--- src/rtl/hazard_stall_ctrl_pkg.sv ---
// hazard_stall_ctrl_pkg: shared pipeline encodings and defaults for the hazard/stall controller.
package hazard_stall_ctrl_pkg;
    typedef enum logic [1:0] {T0 = 2'd0, T1 = 2'd1, T2 = 2'd2, TNEVER = 2'd3} tuse_e;
    localparam int MULT_LAT_DEF = 5;
    localparam int DIV_LAT_DEF  = 10;
    localparam logic [4:0] REG_ZERO = 5'd0;
endpackage

--- src/rtl/hazard_stall_ctrl_md_busy_timer.sv ---
// md_busy_timer: multiply/divide busy window; a start reloads the latency, otherwise count down to zero.
module md_busy_timer
    import hazard_stall_ctrl_pkg::*;
#(
    parameter int MULT_LAT = MULT_LAT_DEF,
    parameter int DIV_LAT  = DIV_LAT_DEF,
    parameter int CNT_W    = 4
) (
    input  logic clk,
    input  logic reset,
    input  logic start_i,
    input  logic div_i,
    output logic busy_o
);
    logic [CNT_W-1:0] cnt_q, cnt_d;

    always_comb begin
        cnt_d = start_i ? (div_i ? CNT_W'(DIV_LAT) : CNT_W'(MULT_LAT))
              : (cnt_q != '0) ? cnt_q - 1'b1 : cnt_q;
    end

    always_ff @(posedge clk or posedge reset) begin
        if (reset) cnt_q <= '0;
        else       cnt_q <= cnt_d;
    end

    assign busy_o = (cnt_q != '0);
endmodule

--- src/rtl/hazard_stall_ctrl.sv ---
// hazard_stall_ctrl: Tuse/Tnew and mult/div hazard detection driving F/D and D/E pipeline controls.
module hazard_stall_ctrl
    import hazard_stall_ctrl_pkg::*;
#(
    parameter int MULT_LAT = MULT_LAT_DEF,
    parameter int DIV_LAT  = DIV_LAT_DEF,
    parameter int CNT_W    = 4
) (
    input  logic        clk,
    input  logic        reset,
    input  logic [4:0]  a_rs_D,
    input  logic [4:0]  a_rt_D,
    input  logic [1:0]  tuse_rs_D,
    input  logic [1:0]  tuse_rt_D,
    input  logic        md_use_D,
    input  logic [4:0]  a_WB_E,
    input  logic [1:0]  tnew_E,
    input  logic [4:0]  a_WB_M,
    input  logic [1:0]  tnew_M,
    input  logic        md_start_E,
    input  logic        md_div_E,
    output logic        PC_EN,
    output logic        FD_EN,
    output logic        DE_EN,
    output logic        DE_clr,
    output logic        stall,
    output logic        md_busy,
    output logic [31:0] stall_cnt
);
    logic        stall_rs, stall_rt, stall_md;
    logic [31:0] stall_cnt_q, stall_cnt_d;

    md_busy_timer #(.MULT_LAT(MULT_LAT), .DIV_LAT(DIV_LAT), .CNT_W(CNT_W)) u_timer (
        .clk     (clk),
        .reset   (reset),
        .start_i (md_start_E),
        .div_i   (md_div_E),
        .busy_o  (md_busy)
    );

    always_comb begin
        stall_rs = (a_rs_D != REG_ZERO) &&
                   ((a_rs_D == a_WB_E && tuse_rs_D < tnew_E) ||
                    (a_rs_D == a_WB_M && tuse_rs_D < tnew_M));
        stall_rt = (a_rt_D != REG_ZERO) &&
                   ((a_rt_D == a_WB_E && tuse_rt_D < tnew_E) ||
                    (a_rt_D == a_WB_M && tuse_rt_D < tnew_M));
        stall_md = md_use_D && (md_busy || md_start_E);
        // Held low during reset so the pipeline runs freely until released.
        stall    = ~reset & (stall_rs | stall_rt | stall_md);
        PC_EN    = ~stall;
        FD_EN    = ~stall;
        DE_EN    = 1'b1;
        DE_clr   = stall;
        stall_cnt_d = stall ? stall_cnt_q + 32'd1 : stall_cnt_q;
    end

    always_ff @(posedge clk or posedge reset) begin
        if (reset) stall_cnt_q <= '0;
        else       stall_cnt_q <= stall_cnt_d;
    end

    assign stall_cnt = stall_cnt_q;
endmodule
--- config.mk ---
export PLATFORM = sky130hd
export DESIGN_NAME = hazard_stall_ctrl
export DESIGN_NICKNAME = d
export VERILOG_FILES = /design/src/rtl/hazard_stall_ctrl_pkg.sv /design/src/rtl/hazard_stall_ctrl_md_busy_timer.sv /design/src/rtl/hazard_stall_ctrl.sv
export SDC_FILE = /design/constraint.sdc
export NUM_CORES = 1
export LEC_CHECK = 0
export BUFFER_PORTS_ARGS = -buffer_cell sky130_fd_sc_hd__buf_2
export CAP_MARGIN = 20
export CELL_PAD_IN_SITES_DETAIL_PLACEMENT = 0
export CELL_PAD_IN_SITES_GLOBAL_PLACEMENT = 1
export CORE_MARGIN = 1
export CORE_UTILIZATION = 30
export DETAILED_ROUTE_END_ITERATION = 8
export HOLD_SLACK_MARGIN = 0.15
export PLACE_DENSITY_LB_ADDON = 0.1
export SLEW_MARGIN = 20
export SYNTH_ARGS = -nofsm -noshare
export SYNTH_HDL_FRONTEND = slang
export SYNTH_SLANG_ARGS = --single-unit
--- constraint.sdc ---
create_clock -name clk -period 2.25 [get_ports clk]
set_input_delay 0.1125 -clock clk [delete_from_list [all_inputs] [get_ports clk]]
set_output_delay 0.1125 -clock clk [all_outputs]
set_load 0.05 [all_outputs]
==> flow_summary.yaml, run 1 <==
outcome:
  outcome: "finished, final reports clean"
place:
  place_area_mm2: 0.00267
  dp_slack_ns: 0.193
  numPortBuffers: 69
  place_hpwl_um: 3760
  place.gp.congestion: 0.755
cells_and_area:
  final_common_cell: "buf_2"
  layout_common_cells: "buf_2, xor2_1, dfrtp_1"
  area_growth_pct: 27.4
  num_antenna_cells: 0
  regArea_um2: 905
  multi_input_area_mm2: 0.00118
  num-fill-cells: 745
  drive_gt1_share_pct: 35.6
  finish.instance_area_mm2: 0.00278
  nets: 334
grt:
  grt_max_degree: 37
  grt_pass1_vias: 1760
  overflow: 0
  antenna_found_initial: 0
  grtUsageTotal_pct: 14.6
  grt_pass1_wl_um: 8450
timing:
  clock.fmax_mhz: 481
  rsz0062_at_grt: "false"
  clock_skew_ns: 0.00692
  drv_slew: 0
  setup_ws_ns: 0.170
  timing.final.crit_period_ns: 2.08
  setup_tns_ns: 0
  whs_ns: 0.201
  setup_violations: 0
  min_period_over_period_pct: 92.4
  hold_viol_final: 0
die:
  initial_core_util_pct: 31.6
  die_h_um: 87.4
  fp.dieArea_mm2: 0.00763
  die_w_um: 87.4
  core_area_mm2: 0.00691
  rows: 30
  ios: 71
route:
  antenna_left: 0
  dr.pass1.iters: 4
  drc_errors: 0
  vias_per_cell: 4.44
  post_drt_wl_per_cell_um: 12.8
  drt-initial-drc-count: 33
  dr_total_vias: 1735
  drt_wl_total_um: 5010
logic_synthesis:
  ys_types: 34
  synth_nets: 257
  yosysWarnings: 0
  syn_area_mm2: 0.00219
  synth_edf_count: 0
  synthCells: 217
  ys_seq_area_share_pct: 41.2
  synth_area_per_cell_um2: 10.1
  synthTopCellsByArea: "dfrtp_1, xor2_1, xnor2_1"
  ys.flop_type: "dfrtp_1"
  synth_area_leader_cell: "dfrtp_1"
  netlist.area_leader.share_pct: 41.2
  async_flop_share_pct: 100
  yosys_register_bits: 36
clocking:
  cts.htree.levels: 2
  cts.path.max_buffers: 2
  cts_tree: "yes"
  clockRootBuffer: "clkbuf_8"
  cts_sinks: 36
  cts_buffers: 5
  post_cts_buffers: 0
  clk_latency_ns: 0.29
  clk_pin_slew_ns: 0.07
worst_hold_path:
  whs_path_depth: 3
  min_path_type: "in2reg"
worst_setup_path:
  crit_path_end_kind: "primary output"
  startpoint_type: "flop"
  r2r_cells: 7
  path_max_fanout: 10
  worstPathArrival_ns: 1.97
  critPathKind: "reg2out"
  cp_data_required_time_ns: 2.14
power:
  ir_worst_vdd_v: 0.000602
  leakage_nw: 1.35
  power.density_mw_per_mm2: 739
run:
  maxCapViolCount: 0
[repair_timing]
| item | in CTS | in global routing |
|---|---|---|
| hold endpoints to repair | 40 | 0 |
| resized for setup | 0 | 1 |
| endpoints found under the setup margin | 0 | 4 |
| hold buffers | 2 | 0 |
[registers in the layout (all words and copies together) (netlist names)]
signal and cells:
u_timer.cnt_q 4, stall_cnt 32
[metrics by stage]
stage               cells  power [mW]  utilization [%]
floorplan             217        1.39                -
global placement      381        1.59             38.7
detailed placement    381        1.59             38.7
CTS                   391        2.08             40.3
global route          391        2.18             40.3
finish                391        2.06             40.3
[power breakdown]
group          total [mW]  leakage, nW  switching, mW  internal (mW)
clock               0.492       0.0510          0.247          0.245
combinational       0.720        0.869          0.510          0.210
sequential          0.846        0.434          0.105          0.741
[path summary, 6_finish.rpt]
check / startpoint / end / slack [ns]
worst max-delay path: u_timer.cnt_q[0] / DE_clr / 0.17
worst min-delay path: md_div_E / u_timer.cnt_q[2] / 0.20
worst max register to register: stall_cnt[6] / stall_cnt[31] / 0.22
worst min register to register: stall_cnt[31] / stall_cnt[31] / 0.47
max in group asynchronous: reset / stall_cnt[8] / 1.41
min in group asynchronous: reset / u_timer.cnt_q[0] / 0.48
[Yosys cell counts (3+ instances only)]
| cell | instances |
|---|---|
| xnor2_1 | 16 |
| inv_1 | 17 |
| o21ai_0 | 7 |
| nor4_2 | 9 |
| nand2b_1 | 3 |
| nor3_1 | 10 |
| nor4_1 | 6 |
| ha_1 | 7 |
| nand4_1 | 4 |
| buf_4 | 3 |
| nand3_1 | 10 |
| dfrtp_1 | 36 |
| nand2_1 | 14 |
| nor2_1 | 11 |
| xor2_1 | 37 |
| and3_1 | 3 |
[final cells by class]
cell class	count	share of cell area, %
multi-input combinational	157	42.2
sequential	36	32.5
inverter	17	2.43
clock buffer	6	2.97
timing repair buffer	77	15.2
clock inverter	2	0.360
tap	96	4.31
[logic make-up after synthesis]
group,Yosys count,synth area share (%)
AO/OA/AOI/OAI,14,4.06
multiplexers,1,0.515
buffers and inverters,24,5.09
AND/OR/NAND/NOR,81,23.7
flip-flops,36,41.2
adder cells (fa/ha/maj),7,4.01
other,1,0.172
XOR/XNOR,53,21.2
[critical path: stages, from the launching register on]
cell,delay (ns)
dfrtp_1,0.41
inv_1,0.09
ha_1,0.18
nand2_2,0.10
o21ai_1,0.16
a31o_2,0.23
buf_4,0.20
clkinvlp_4,0.09
buf_2,0.21
[layer usage]
| metal | track usage (%) | vias up | routed length, um |
|---|---|---|---|
| met5 | 0 | - | 0 |
| met1 | 20.1 | 799 | 2540 |
| met3 | 3.51 | 7 | 263 |
| met2 | 22.0 | 44 | 2140 |
| met4 | 5.37 | 0 | 66 |
| li1 | - | 885 | - |
Power figures use the tool's default switching activity.
==> run 2: changes to the inputs <==
Settings changed: CTS_BUF_LIST set to sky130_fd_sc_hd__clkbuf_8 sky130_fd_sc_hd__clkbuf_16.
Clock period 2.25 ns to 1.9 ns, I/O delays scaled along.
==> run 2 against run 1 <==
Net effect:
- power increased by 24%
- global-route usage up 0.87 points
- via count up 9.3%
- routed wire length up 9.9%
- clock-buffer cell count is 1 lower
- flip-flop and latch count unchanged
- largest cell class unchanged
- highest routed layer unchanged
==> flow_summary.yaml, run 2 (synthesis results as in run 1) <==
grt:
  antenna_found_initial: 0
  grt_pass1_vias: 1990
  grtUsageTotal_pct: 15.4
  grt_max_degree: 37
  overflow: 0
  grt_pass1_wl_um: 9160
route:
  post_drt_wl_per_cell_um: 13.0
  drc_errors: 0
  dr_total_vias: 1897
  dr.pass1.iters: 4
  drt-initial-drc-count: 62
  antenna_left: 0
  drt_wl_total_um: 5500
  vias_per_cell: 4.50
cells_and_area:
  finish.instance_area_mm2: 0.00324
  drive_gt1_share_pct: 53.7
  layout_common_cells: "buf_2, buf_4, xor2_1"
  num_antenna_cells: 0
  num-fill-cells: 713
  multi_input_area_mm2: 0.00137
  final_common_cell: "buf_2"
  regArea_um2: 926
  nets: 365
  largest_reg_flops: 32
  area_growth_pct: 48.0
  fin_cells: 422
die:
  die_w_um: 87.4
  fp.dieArea_mm2: 0.00763
  ios: 71
  core_area_mm2: 0.00691
  die_h_um: 87.4
  rows: 30
  initial_core_util_pct: 31.6
timing:
  rsz0062_at_grt: "true"
  clock.fmax_mhz: 543
  min_period_over_period_pct: 96.9
  clock_skew_ns: 0.0118
  timing.final.crit_period_ns: 1.84
  setup_tns_ns: 0
  hold_viol_final: 0
  whs_ns: 0.192
  setup_violations: 0
  drv_slew: 0
worst_setup_path:
  crit_path_end_kind: "primary output"
  crit_start: "u_timer.cnt_q[0]"
  cpPeakStageDelay_ns: 0.39
  worstPathArrival_ns: 1.75
  cp_slowest_cell: "dfrtp_1"
  r2r_cells: 9
  ff2ff_setup_slack_ns: 0.09
  critPathKind: "reg2out"
  r2r-start: "u_timer.cnt_q[0]"
  cp_data_required_time_ns: 1.80
  path_max_fanout: 8
  crit_path_end: "DE_clr"
  path_cells: "inv_2, ha_4, nand2_8, o21ai_2, buf_4, a31o_4, buf_12, clkinvlp_4, buf_6"
  startpoint_type: "flop"
  r2r_end: "stall_cnt[25]"
clocking:
  cts.path.max_buffers: 2
  cts.htree.levels: 2
  cts_tree: "yes"
  clk_pin_slew_ns: 0.06
  cts_buffers: 5
  clockRootBuffer: "clkbuf_8"
  cts_sinks: 36
  clk_latency_ns: 0.29
place:
  place_area_mm2: 0.00295
  numPortBuffers: 69
  place.gp.congestion: 0.747
  place_hpwl_um: 4080
  dp_cells: 405
run:
  maxCapViolCount: 0
worst_hold_path:
  min_path_type: "in2reg"
power:
  ir_worst_vdd_v: 0.00105
  total_power_mw: 2.55
  leakage_nw: 1.56
  power.density_mw_per_mm2: 789
outcome:
  outcome: "finished, final reports clean"
run 2: critical path, delay by kind of cell, from the launching register on:
family	cells	cell delay, ns
simple gates	1	0.05
flops	1	0.39
buf+inv	5	0.58
fa+ha+maj	1	0.16
compound gates	2	0.28
run 2: worst min path at each step:
stage / startpoint / to / slack, ns / cells after the start
2_1_floorplan: md_start_E / u_timer.cnt_q[2] / 0.20 / 1
3_3_place_gp: reset / u_timer.cnt_q[1] / 0.25 / 3
3_5_place_dp: reset / u_timer.cnt_q[1] / 0.24 / 3
4_1_cts: md_div_E / u_timer.cnt_q[2] / 0.19 / 3
5_1_grt: md_div_E / u_timer.cnt_q[2] / 0.26 / 3
6_report: md_div_E / u_timer.cnt_q[2] / 0.19 / 3
run 2: repair_timing:
action / CTS / global route
pin swaps: 5 / 5
gates resized for setup: 13 / 14
endpoints found under the hold margin: 40 / 0
hold buffers: 2 / 0
setup endpoints to repair: 4 / 20
buffers inserted: 3 / 4
gates cloned: 0 / 0
run 2: stage by stage:
stage,setup slack (ns),utilization [%]
global route,-0.0378,46.8
global placement,-0.192,42.7
finish,0.0582,46.8
floorplan,-0.0585,-
detailed placement,-0.158,42.7
CTS,0.00284,45.3
run 2: per-layer routing:
metal / track usage [%] / part of all wire [%] / routed length (um) / up-vias
li1: - / - / - / 949
met1: 20.3 / 48 / 2630 / 909
met2: 25.6 / 48 / 2640 / 35
met3: 3.41 / 3.4 / 186 / 4
met4: 4.02 / 0.84 / 46 / 0
met5: 0 / 0 / 0 / -
run 2: cell type report:
type | count | share of cell area [%]
Clock buffer | 5 | 2.13
Clock inverter | 3 | 0.387
Inverter | 17 | 2.09
Multi-Input combinational cell | 157 | 42.3
Sequential cell | 36 | 28.6
Tap cell | 96 | 3.71
Timing Repair Buffer | 108 | 20.8
run 2: power breakdown:
| group | total (mW) | internal (mW) | switching, mW |
|---|---|---|---|
| Combinational | 1.02 | 0.352 | 0.665 |
| Clock | 0.508 | 0.247 | 0.262 |
| Sequential | 1.03 | 0.892 | 0.135 |
| Total | 2.55 | 1.49 | 1.06 |
